[config.mk]
export PLATFORM = sky130hd
export DESIGN_NAME = id_ex_pipe_reg
export DESIGN_NICKNAME = d
export VERILOG_FILES = /design/src/rtl/id_ex_pipe_reg.sv
export SDC_FILE = /design/constraint.sdc
export NUM_CORES = 1
export LEC_CHECK = 0
export ABC_AREA = 1
export BUFFER_PORTS_ARGS = -buffer_cell sky130_fd_sc_hd__buf_2
export CAP_MARGIN = 20
export CORE_AREA = 2 2 122 124
export CTS_BUF_LIST = sky130_fd_sc_hd__clkbuf_16
export DETAILED_ROUTE_END_ITERATION = 7
export DIE_AREA = 0 0 124 126
export PLACE_DENSITY = 0.75
export SLEW_MARGIN = 10
export SYNTH_ARGS = -nofsm -noshare
export SYNTH_HDL_FRONTEND = slang
export SYNTH_SLANG_ARGS = --single-unit
[constraint.sdc]
create_clock -name Clk -period 1.3 [get_ports Clk]
set_clock_uncertainty 0.2 [all_clocks]
set_input_delay 0.26 -clock Clk [delete_from_list [all_inputs] [get_ports Clk]]
set_output_delay 0.26 -clock Clk [all_outputs]
set_load 0.005 [all_outputs]
[src/rtl/id_ex_pipe_reg.sv]
// rtl/id_ex_pipe_reg.sv - ID/EX pipeline register with stall, flush and bubble counter
// Optional Rs field enabled by macro ID_EX_RS_FIELD_EN.
module id_ex_pipe_reg #(
  parameter int ALUOP_W = 4
) (
  input  logic               Clk,
  input  logic               Reset,
  input  logic               Stall,
  input  logic               Flush,
  input  logic [31:0]        ReadData1_in,
  input  logic [31:0]        ReadData2_in,
  input  logic [31:0]        SignExt_in,
  input  logic [31:0]        PCPlus4_in,
  input  logic [4:0]         Rt_in,
  input  logic [4:0]         Rd_in,
  input  logic               RegWrite_in,
  input  logic               MemtoReg_in,
  input  logic               MemRead_in,
  input  logic               MemWrite_in,
  input  logic               Branch_in,
  input  logic               ALUSrc_in,
  input  logic               RegDst_in,
  input  logic [ALUOP_W-1:0] ALUOp_in,
  input  logic               Valid_in,
  output logic [31:0]        ReadData1_out,
  output logic [31:0]        ReadData2_out,
  output logic [31:0]        SignExt_out,
  output logic [31:0]        PCPlus4_out,
  output logic [4:0]         Rt_out,
  output logic [4:0]         Rd_out,
  output logic               RegWrite_out,
  output logic               MemtoReg_out,
  output logic               MemRead_out,
  output logic               MemWrite_out,
  output logic               Branch_out,
  output logic               ALUSrc_out,
  output logic               RegDst_out,
  output logic [ALUOP_W-1:0] ALUOp_out,
  output logic               Valid_out,
`ifdef ID_EX_RS_FIELD_EN
  input  logic [4:0]         Rs_in,
  output logic [4:0]         Rs_out,
`endif
  output logic [7:0]         BubbleCount
);

  localparam int PW = 32 * 4 + 5 * 2 + 7 + ALUOP_W + 1;

  logic [PW-1:0] stage_in;
  logic [PW-1:0] stage_d, stage_q;
  logic [7:0]    bubble_d, bubble_q;
  logic [7:0]    bubble_inc;

  assign stage_in = {ReadData1_in, ReadData2_in, SignExt_in, PCPlus4_in, Rt_in, Rd_in,
                     RegWrite_in, MemtoReg_in, MemRead_in, MemWrite_in, Branch_in,
                     ALUSrc_in, RegDst_in, ALUOp_in, Valid_in};

  assign bubble_inc = (bubble_q == 8'hFF) ? bubble_q : bubble_q + 8'd1;

  // Priority: Reset > Flush > Stall > Load
  always_comb begin
    stage_d  = stage_q;
    bubble_d = bubble_q;
    if (Reset) begin
      stage_d  = '0;
      bubble_d = 8'd0;
    end else if (Flush) begin
      stage_d  = '0;
      bubble_d = bubble_inc;
    end else if (!Stall) begin
      stage_d = stage_in;
      if (!Valid_in) bubble_d = bubble_inc;
    end
  end

  always_ff @(posedge Clk) begin
    stage_q  <= stage_d;
    bubble_q <= bubble_d;
  end

  assign {ReadData1_out, ReadData2_out, SignExt_out, PCPlus4_out, Rt_out, Rd_out,
          RegWrite_out, MemtoReg_out, MemRead_out, MemWrite_out, Branch_out,
          ALUSrc_out, RegDst_out, ALUOp_out, Valid_out} = stage_q;
  assign BubbleCount = bubble_q;

`ifdef ID_EX_RS_FIELD_EN
  logic [4:0] rs_d, rs_q;

  always_comb begin
    rs_d = rs_q;
    if (Reset || Flush) rs_d = 5'd0;
    else if (!Stall)    rs_d = Rs_in;
  end

  always_ff @(posedge Clk) begin
    rs_q <= rs_d;
  end

  assign Rs_out = rs_q;
`endif

endmodule

### Word level (Yosys, flattened, before mapping)

Cells that the tools add are included.

* multiplexer cells: 4
* magnitude comparators: 0
* eq/ne operators: 3
* multiply operators: 0
* $add $sub $neg: 1
* divide/modulo/power cells: 0
* bitwise operators: 0
* reduce and logical (&&, ||, !) cells: 2
* shift-type cells: 0

Operators by type and width (count)
* $mux W8: 4
* $add A8 B1 Y8 const B: 1
* $eq A8 B8 Y1 const B: 1
* $ne A2 B1 Y1 const B: 1
* $ne A2 B2 Y1 const B: 1
* $reduce_and A2 Y1: 1
* $reduce_or A2 Y1: 1

* bits in read-only memories: 0
* bits in latches: 0
* register bits after elaboration: 158
* bits of input ports: 154
* output and inout port bits: 158
* memories: 0
* RAM bits: 0
* logic and storage cells: 12

### Logic depth before layout (Yosys ltp)

Gate-level depths: netlist of run 1.

* depth after elaboration: 5
* gate-level depth with buffers: 9
* mapped depth without buffers: 9

### Worst setup path after synthesis of run 1

No wires, ideal clock.

* path kind: register -> register
* start: register bubble_q[0] (netlist: BubbleCount[0])
* end: register bubble_q[1] (netlist: BubbleCount[1])
* arrival: 1.123 ns
* path buffers: 0
* clock period less this slack: 1.439 ns
* slack: -0.139 ns
* setup time: 0.116 ns
* data required time: 0.984 ns
* cell stages (with the launch flop): 9
* cell sequence: dfxtp_1 > ha_1 > nand2_2 > nor2_4 > nand2_2 > nand2_4 > inv_4 > nor2_1 > nor2_1

* cells in the longest elaborated chain, start to end: 5
* elaborated cells between the ends (all ways): 6
* classes of those cells: 1 x add/sub; 1 x eq/ne; 4 x mux

Ends and longest elaborated chain
* start, declared: line 51 `logic [7:0] bubble_d, bubble_q;`
* start signal, assigned: line 78 `bubble_q <= bubble_d;`
* $add A8 B1 Y8 / $eq A8 B8 Y1 (equally long branches): line 58 `assign bubble_inc = (bubble_q == 8'hFF) ? bubble_q : bubble_q + 8'd1;`
* $mux W8 (*): line 58
* $mux W8: line 72 `if (!Valid_in) bubble_d = bubble_inc;`
* $mux W8: line 70 `end else if (!Stall) begin`
* $mux W8 (*): line 67 `end else if (Flush) begin`

Mark *: on every way between the ends. The rest lies on a longest branch, timed or not. The select of a mux whose other input is x is not followed.
A chain may end at the register's enable or synchronous reset.

### Worst setup path after layout of run 1

* start: register bubble_q[0] (netlist: BubbleCount[0])
* end: register bubble_q[4] (netlist: BubbleCount[4])

Same word-level chain as after synthesis.

==> metrics.md, run 1 <==
| Metric | Value |
|---|---|
| Status | complete, but fails checks |
| Failing checks | negative setup slack |
| First-pass GRT wire length | 33.6 mm |
| Unrepaired setup endpoints after global routing | true |
| Tmin final | 1.48 ns |
| Largest net degree at the start of global routing | 50 |
| Max Cap Viol | 0 |
| Share of cells above drive strength 1 | 47.7% |
| CP max stage cell | dfxtp_4 |
| Number of remaining DRC errors | 0 |
| VDD IR max | 0.756 mV |
| Period utilisation layout | 114% |
| Sequential cell area fraction in the yosys report | 56.4% |
| TritonRoute pass-1 iters | 5 |
| Nature of the critical path startpoint | register |
| Total die area | 15600 µm² |
| Vias in the first global route | 7047 |
| Worst Path Arrival | 1.62 ns |
| PnR worst setup slack | -0.176 ns |
| Worst-path fanout max | 6 |
| Total routed wirelength | 24.1 mm |
| Slew Limit Fails | 0 |
| CTS Root Cell | clkbuf_16 |
| Placer Congestion | 0.804 |
| Crit path kind | register to register |
| Post-synthesis cell type count | 21 |
| Clock buffer depth | 2 |
| Leakage power | 5.00 nW |
| Relative slew slack | 78.7% |
| Achievable Freq | 678 MHz |
| Hold Path Class | input port to register |
| Cells after Synth | 717 |
| Remaining Overflow, GRT | 0 |
| Die W | 124 µm |
| I/O Buffers | 311 |
| CP Buf/Inv Count | 2 |
| # rows | 44 |
| Crit path cell chain | buf_6 -> ha_4 -> nand2_4 -> nor2_4 -> nand2_4 -> nand2_8 -> inv_6 -> nand2_1 -> a21oi_1 |
| CP required | 1.45 ns |
| Setup violators final | 166 |
| DRT iter0 DRCs | 487 |
| Initial Util | 39.2% |
| DR vias/cell | 5.00 |
| Syn Area/Cell | 7.82 µm² |
| Clk_lat worst skew | 0.42 ns |
| CTS Buf Count | 17 |
| Crit path largest cell delay | 0.35 ns |
| Most common cell after layout, fill and taps aside | nand2_1 |
| Most frequent cells in the layout | 314 x nand2_1, 202 x buf_2, 155 x dfxtp_2 |
| Max H-tree Level | 4 |
| Initial antenna violation count | 1 |
| I/O pin cnt | 312 |
| HPWL after DPL | 11.7 mm |
| CTS tree | done |
| Clock sink total | 158 |
| Tot GR Track Use | 27.6% |
| Final core occ | 76.3% |
| Antenna viol nets, final | 0 |
| Synthesis-to-finish area growth | 94.9% |
| Final Hold Viols | 0 |
| CTS clk-pin slew, worst paths | 0.06 ns |
| Routed wire per std cell | 16.9 µm |
| Synth Cell Area | 5600 µm² |
| Delay-heaviest family, CP | simple AND/OR/NAND/NOR gates |
| Nets | 1385 |
| Critical path's most frequent cell | nand2_4 |
| Worst-Margin Slew | 0.319 ns |
| Syn_nets | 872 |
| Ys Warns | 0 |
| PD cells | 1060 nW/µm² |
| Pre-CTS setup slack | -0.0763 ns |
| Via count | 7138 |
| Core area | 14300 µm² |
| Flops & latches, synth | 158 |
| Vert. Die Dim | 126 µm |
| Critical Path Sink Type | register |
logic make-up after synthesis:
family / synth area share, %
flops: 56.4
buf+inv: 5.27
compound gates: 14.0
simple gates: 23.6
xor+xnor: 0.469
fa+ha+maj: 0.223
registers in the layout, indices dropped and copies added (netlist names):
name,flops
stage_q,150
BubbleCount,8
report_power, final:
group | leakage, nW | total (mW) | internal, mW | switching [mW]
clock network | 0.275 | 4.78 | 2.74 | 2.04
registers | 1.36 | 5.13 | 5.02 | 0.111
logic | 3.37 | 1.68 | 0.962 | 0.716
total | 5.00 | 11.6 | 8.73 | 2.87
per-stage QoR:
step,instances,TNS [ns],total power [mW],instance area (µm²),hold slack [ns]
after CTS,1401,-6.82,11.4,10400,0.00371
after detailed placement,1202,-0.551,6.21,7580,0.248
after global placement,1202,-0.251,6.19,7580,0.241
after floorplan,717,-0.176,5.64,5630,0.129
after global routing,1428,-9.85,12.0,10900,0.0745
final,1428,-4.79,11.6,10900,0.0600
layer usage:
metal	global-route usage [%]	vias up	wire length [µm]	share of wire (%)
met5	0	-	0	0
met4	20.1	0	1450	6.0
li1	-	3317	-	-
met2	49.0	425	12400	52
met3	7.93	111	1940	8.0
met1	26.7	3285	8290	34
repair_timing:
item                                   CTS  global route
setup endpoints to repair              166           166
endpoints found under the hold margin  154             0
pin swaps                                4             6
gates resized for setup                220            63
buffers inserted                        15            26
hold buffers                           152             0
synth_stat cells:
cell type | number | area [µm²]
inv_1 | 6 | 22.5
nand4_1 | 2 | 12.5
clkbuf_1 | 2 | 7.51
nor2_1 | 14 | 52.6
o21ai_0 | 2 | 10.0
buf_2 | 42 | 210
xor2_1 | 3 | 26.3
o21ai_4 | 1 | 16.3
buf_6 | 1 | 11.3
ha_1 | 1 | 12.5
inv_2 | 2 | 7.51
nand3_1 | 5 | 25.0
a21oi_1 | 152 | 761
nor2_4 | 1 | 11.3
nand2_1 | 315 | 1180
nand2_4 | 1 | 11.3
inv_4 | 1 | 6.26
buf_4 | 4 | 30.0
nand2_2 | 3 | 18.8
nor2_2 | 1 | 6.26
dfxtp_1 | 158 | 3160
final timing paths:
kind | slack (ns) | cells past startpoint | to | start
setup / recovery | -0.18 | 9 | BubbleCount[4] | BubbleCount[0]
hold reg to reg | 0.26 | 2 | stage_q[120] | stage_q[120]
setup reg to reg | -0.18 | 9 | BubbleCount[4] | BubbleCount[0]
hold / removal | 0.06 | 5 | BubbleCount[1] | Reset
final cells by class:
cell class,count,area (µm²)
tap,184,230
fill,847,3390
clock inverter,14,115
inverter,9,41.3
multi-input combinational,501,2210
antenna,1,2.50
clock buffer,18,450
sequential,158,3370
timing repair buffer,543,4510
tightest hold or removal path, cell delays in order:
cell	delay, ns
buf_2	0.09
inv_2	0.05
buf_4	0.14
o21ai_0	0.06
nor2_1	0.04
Note: power is estimated with default switching activity, not from simulation.
==> run 2, diff against run 1 <==
--- a/config.mk
+++ b/config.mk
@@ -8,11 +8,11 @@
 export ABC_AREA = 1
 export BUFFER_PORTS_ARGS = -buffer_cell sky130_fd_sc_hd__buf_2
 export CAP_MARGIN = 20
-export CORE_AREA = 2 2 122 124
+export CORE_AREA = 2 2 145 147
 export CTS_BUF_LIST = sky130_fd_sc_hd__clkbuf_16
 export DETAILED_ROUTE_END_ITERATION = 7
-export DIE_AREA = 0 0 124 126
-export PLACE_DENSITY = 0.75
+export DIE_AREA = 0 0 147 149
+export REMOVE_ABC_BUFFERS = 1
 export SLEW_MARGIN = 10
 export SYNTH_ARGS = -nofsm -noshare
 export SYNTH_HDL_FRONTEND = slang
==> metrics.md, run 2 (same netlist as run 1, synthesis figures left out) <==
| Metric | Value |
|---|---|
| Die W | 147 µm (+19%) |
| Status | complete, but fails checks |
| ANT cells | 0 (-1) |
| Relative slew slack | 80.5% (+1.9 points) |
| DP Area | 7800 µm² (+3.0%) |
| Worst R2R Start | BubbleCount[0] |
| I/O pin cnt | 312 (unchanged) |
| PnR worst setup slack | -0.159 ns (+0.0168 ns) |
| Hold Path Class | input port to register |
| Reg with most FFs | stage_q |
| Crit path from | BubbleCount[1] |
| Crit path kind | register to primary output |
| Nets | 1378 (-0.51%) |
| Setup violators final | 163 (-1.8%) |
| Worst-path fanout max | 3 (-3) |
| PD cells | 1080 nW/µm² (+1.7%) |
| Antenna viol nets, final | 0 (unchanged) |
| CTS Root Cell | clkbuf_16 |
| First-pass GRT wire length | 31.9 mm (-4.9%) |
| Placer Congestion | 0.763 (-5.2%) |
| Share of cells above drive strength 1 | 48.5% (+0.84 points) |
| Clock sink total | 158 (unchanged) |
| Max Cap Viol | 0 (unchanged) |
| Max H-tree Level | 4 (unchanged) |
| Most frequent cells in the layout | 312 x nand2_1, 196 x buf_2, 157 x dfxtp_2 |
| Leakage power | 5.03 nW (+0.46%) |
| CP required | 0.84 ns (-0.61 ns) |
| Clock buffer depth | 2 (unchanged) |
| Slew Limit Fails | 0 (unchanged) |
| CTS tree | done |
| Final Hold Viols | 0 (unchanged) |
| Most common cell after layout, fill and taps aside | nand2_1 |
| Clk_lat worst skew | 0.41 ns (about the same) |
| Fillers | 1771 (+110%) |
| Synthesis-to-finish area growth | 98.8% |
| CTS clk-pin slew, worst paths | 0.06 ns (about the same) |
| Critical Path Sink Type | primary output |
| Period utilisation layout | 112% (-1.3 points) |
| VDD IR max | 0.790 mV (+4.6%) |
| Remaining Overflow, GRT | 0 (unchanged) |
| Final instance area | 11100 µm² (+2.0%) |
| Hold Slack | 0.0623 ns (+0.00227 ns) |
| Core area | 20600 µm² (+44%) |
| Number of remaining DRC errors | 0 (unchanged) |
| Achievable Freq | 685 MHz (+1.1%) |
| Final core occ | 54.2% (-22 points) |
| CTS Buf Count | 17 (unchanged) |
| DR vias/cell | 4.42 (-11%) |
| Routed wire per std cell | 14.2 µm (-16%) |
| Max reg flops | 150 (unchanged) |
| Initial antenna violation count | 0 (-1) |
| HPWL after DPL | 12.7 mm (+8.8%) |
| Tot GR Track Use | 18.1% (-9.5 points) |
| Worst-Margin Slew | 0.291 ns (-0.0281 ns) |
| Worst Path Arrival | 1.00 ns (-0.62 ns) |
| Failing checks | negative setup slack |
| Tmin final | 1.46 ns (-0.0168 ns) |
| Total die area | 21900 µm² (+40%) |
| Unrepaired setup endpoints after global routing | true |
| # rows | 53 (+20%) |
| Final total power | 12.0 mW (+3.8%) |
| Vias in the first global route | 6583 (-6.6%) |
| Pre-CTS setup slack | -0.113 ns (-0.0366 ns) |
| Vert. Die Dim | 149 µm (+18%) |
| Total routed wirelength | 21.5 mm (-11%) |
| Hold_sp | Reset |
| Via count | 6685 (-6.3%) |
| Largest net degree at the start of global routing | 53 (+6.0%) |
| I/O Buffers | 311 (unchanged) |
| DRT iter0 DRCs | 266 (-45%) |
| TritonRoute pass-1 iters | 7 (+2) |
| Nature of the critical path startpoint | register |
| Initial Util | 27.3% (-12 points) |
run 2: cell types whose count changed in the layout (fill, tap and decap cells not counted), sizes merged:
cell,before,now
bufinv,1,3
inv,12,16
diode,1,0
buf,391,386
clkinv,8,4
dlygate4sd3,152,150
clkbuf,18,17
clkinvlp,2,1
run 2: path summary, 6_finish.rpt:
path	end	slack, ns	depth (start not counted)
hold / removal	BubbleCount[0]	0.06	5
hold reg to reg	stage_q[55]	0.26	2
setup reg to reg	BubbleCount[7]	-0.14	8
setup / recovery	BubbleCount[1]	-0.16	2
run 2: final cells by class:
class,instances,area [µm²],area share [%]
clock inverters,15,185,1.66
clock buffers,17,425,3.82
multi-input cells,501,2260,20.2
well taps,275,344,3.09
repair buffers,536,4530,40.6
inverters,9,43.8,0.393
flip-flops and latches,158,3360,30.2
run 2: power breakdown:
group          internal (mW)  switching [mW]
combinational          0.985           0.682
sequential              5.02           0.106
clock                   3.07            2.18
run 2: what timing repair did:
| item | CTS | global route |
|---|---|---|
| hold buffers | 150 | 0 |
| endpoints found under the hold margin | 153 | 0 |
| resized for setup | 230 | 77 |
| setup endpoints to repair | 166 | 166 |
| setup buffers | 8 | 16 |
| pin swaps | 5 | 10 |
run 2: routing by layer:
metal / global-route usage, % / wire length [µm] / vias up
met5: 0 / 0 / -
met4: 6.15 / 439 / 0
met3: 5.47 / 1450 / 30
met2: 33.5 / 11500 / 248
met1: 19.6 / 8130 / 3104
li1: - / - / 3303
run 2: stage by stage:
stage	setup TNS, ns	instances
floorplan	-114.94	668
global placement	-4.52	1305
detailed placement	-5.90	1305
CTS	-6.92	1495
global route	-10.29	1511
finish	-3.16	1511
run 2: critical path: stages (launching register included):
cell and delay [ns]:
dfxtp_4 0.36, buf_6 0.12, buf_6 0.11
==> run 3, diff against run 2 <==
--- a/config.mk
+++ b/config.mk
@@ -8,10 +8,11 @@
 export ABC_AREA = 1
 export BUFFER_PORTS_ARGS = -buffer_cell sky130_fd_sc_hd__buf_2
 export CAP_MARGIN = 20
-export CORE_AREA = 2 2 145 147
+export CORE_AREA = 2 2 122 124
 export CTS_BUF_LIST = sky130_fd_sc_hd__clkbuf_16
 export DETAILED_ROUTE_END_ITERATION = 7
-export DIE_AREA = 0 0 147 149
+export DIE_AREA = 0 0 124 126
+export PLACE_DENSITY = 0.75
 export REMOVE_ABC_BUFFERS = 1
 export SLEW_MARGIN = 10
 export SYNTH_ARGS = -nofsm -noshare
==> metrics.md, run 3 (same netlist as run 1, synthesis figures left out) <==
| Metric | Value |
|---|---|
| Reg with most FFs | stage_q |
| Delay-heaviest family, CP | flip-flops |
| Vias in the first global route | 7323 (+11%) |
| R2R cell count | 9 (+1) |
| Initial Util | 39.2% (+12 points) |
| DRT iter0 DRCs | 461 (+73%) |
| Clock sink total | 158 (unchanged) |
| Leakage power | 5.00 nW (-0.63%) |
| Area of the multi-input gates | 2250 µm² (-0.22%) |
| First-pass GRT wire length | 34.5 mm (+8.2%) |
| Worst-path fanout max | 3 (unchanged) |
| Crit path kind | register to primary output |
| Nature of the critical path startpoint | register |
| Clk_lat worst skew | 0.41 ns (about the same) |
| Critical path's most frequent cell | buf_6 |
| Crit path largest cell delay | 0.36 ns (about the same) |
| Max reg flops | 150 (unchanged) |
| Vert. Die Dim | 126 µm (-15%) |
| Antenna viol nets, final | 0 (unchanged) |
| Crit Reg-Reg Endpoint | BubbleCount[0] |
| I/O pin cnt | 312 (unchanged) |
| Nets | 1381 (+0.22%) |
| Unrepaired setup endpoints after global routing | true |
| Total routed wirelength | 26.2 mm (+22%) |
| R2R Setup Slk | -0.16 ns (-0.02 ns) |
| HPWL after DPL | 11.6 mm (-8.6%) |
| CP required | 0.84 ns (about the same) |
| TritonRoute pass-1 iters | 6 (-1) |
| Die W | 124 µm (-16%) |
| Register area | 3370 µm² (+0.15%) |
| Worst R2R Start | BubbleCount[1] |
| I/O Buffers | 311 (unchanged) |
| Max H-tree Level | 4 (unchanged) |
| Status | complete, but fails checks |
| Remaining Overflow, GRT | 0 (unchanged) |
| Synthesis-to-finish area growth | 95.6% |
| Largest net degree at the start of global routing | 52 (-1.9%) |
| VDD IR max | 0.782 mV (-1.0%) |
| CP Buf/Inv Count | 2 (unchanged) |
| Hold Path Class | input port to register |
| Fillers | 800 (-55%) |
| Failing checks | negative setup slack |
| Relative slew slack | 79.2% (-1.3 points) |
| Worst setup endpoint | BubbleCount[1] |
| Final core occ | 76.6% (+22 points) |
| CTS Buf Count | 17 (unchanged) |
| Via count | 7466 (+12%) |
| DR vias/cell | 5.24 (+19%) |
| Clock buffer depth | 2 (unchanged) |
| Max Cap Viol | 0 (unchanged) |
| Final total power | 11.6 mW (-3.4%) |
| Worst path depth | 2 (unchanged) |
| Tmin final | 1.47 ns (+0.00635 ns) |
| Placer Congestion | 0.832 (+9.1%) |
| # rows | 44 (-17%) |
| Worst-Margin Slew | 0.311 ns (+0.0197 ns) |
| Routed wire per std cell | 18.4 µm (+29%) |
| Share of cells above drive strength 1 | 48.1% (-0.44 points) |
| Final Hold Viols | 0 (unchanged) |
| Slew Limit Fails | 0 (unchanged) |
| Critical Path Sink Type | primary output |
| Worst Path Arrival | 1.01 ns (about the same) |
| Total die area | 15600 µm² (-29%) |
| Initial antenna violation count | 1 (+1) |
| Tot GR Track Use | 28.5% (+10 points) |
| Setup violators final | 158 (-3.1%) |
| Most common cell after layout, fill and taps aside | nand2_1 |
| Achievable Freq | 682 MHz (-0.43%) |
| PD cells | 1060 nW/µm² (-1.8%) |
| Most frequent cells in the layout | 311 x nand2_1, 197 x buf_2, 155 x dfxtp_2 |
| Period utilisation layout | 113% (+0.49 points) |
| CTS tree | done |
| CTS clk-pin slew, worst paths | 0.06 ns (about the same) |
| CTS Root Cell | clkbuf_16 |
| Crit path from | BubbleCount[1] |
| Number of remaining DRC errors | 0 (unchanged) |
| Crit path cell chain | buf_6 -> buf_6 |
| Core area | 14300 µm² (-30%) |
| CP max stage cell | dfxtp_4 |
| PnR worst setup slack | -0.165 ns (-0.00635 ns) |
-- run 3: worst register-to-register path, delay by kind of cell, from the launching register on --
kind                     cells  cell delay, ns
AND/OR/NAND/NOR              7            0.62
adder cells (fa/ha/maj)      1            0.15
buffers and inverters        1            0.05
flip-flops                   1            0.37
-- run 3: worst min-delay path by stage --
stage                     depth (start not counted)        endpoint    startpoint  slack [ns]
after floorplan                                   1  BubbleCount[2]         Reset        0.13
after global placement                            2    stage_q[131]  stage_q[131]        0.24
after detailed placement                          2    stage_q[131]  stage_q[131]        0.25
after CTS                                         4  BubbleCount[2]      Valid_in       0.003
after global routing                              4  BubbleCount[2]      Valid_in        0.06
final                                             4    stage_q[123]         Reset        0.04
-- run 3: stage by stage --
stage / setup TNS, ns / std cells / setup WS, ns / hold WS, ns / cell area (µm²)
2_1_floorplan: -114.94 / 668 / -0.761 / 0.129 / 5350
3_3_place_gp: -0.414 / 1201 / -0.0817 / 0.240 / 7550
3_5_place_dp: -1.22 / 1201 / -0.133 / 0.246 / 7550
4_1_cts: -5.26 / 1395 / -0.137 / 0.00310 / 10300
5_1_grt: -9.16 / 1424 / -0.229 / 0.0576 / 11000
6_report: -3.84 / 1424 / -0.165 / 0.0395 / 11000
-- run 3: area by class of cell --
type / count / share of cell area, %
flip-flops and latches: 158 / 30.7
repair buffers: 539 / 41.1
clock buffers: 17 / 3.88
clock inverters: 15 / 1.20
multi-input cells: 501 / 20.5
well taps: 184 / 2.10
inverters: 9 / 0.399
diodes: 1 / 0.0228
-- run 3: what timing repair did --
| action | 4_1_cts | 5_1_grt |
|---|---|---|
| setup endpoints to repair | 166 | 166 |
| hold endpoints to repair | 154 | 0 |
| resized for setup | 223 | 85 |
| pin swaps | 2 | 13 |
| gates cloned | 0 | 0 |
| buffers inserted | 11 | 28 |
| hold buffers | 151 | 0 |
-- run 3: power by group --
part           switching (mW)  internal, mW
Combinational           0.748         0.960
Sequential              0.119          5.02
Clock                    1.99          2.78
-- run 3: layer usage --
| metal | share of wire, % | up-vias | wire, µm | GRT usage [%] |
|---|---|---|---|---|
| li1 | - | 3301 | - | - |
| met1 | 32 | 3454 | 8460 | 26.8 |
| met2 | 52 | 530 | 13600 | 52.8 |
| met3 | 8.7 | 181 | 2280 | 8.29 |
| met4 | 7.1 | 0 | 1870 | 18.0 |
| met5 | 0 | - | 0 | 0 |
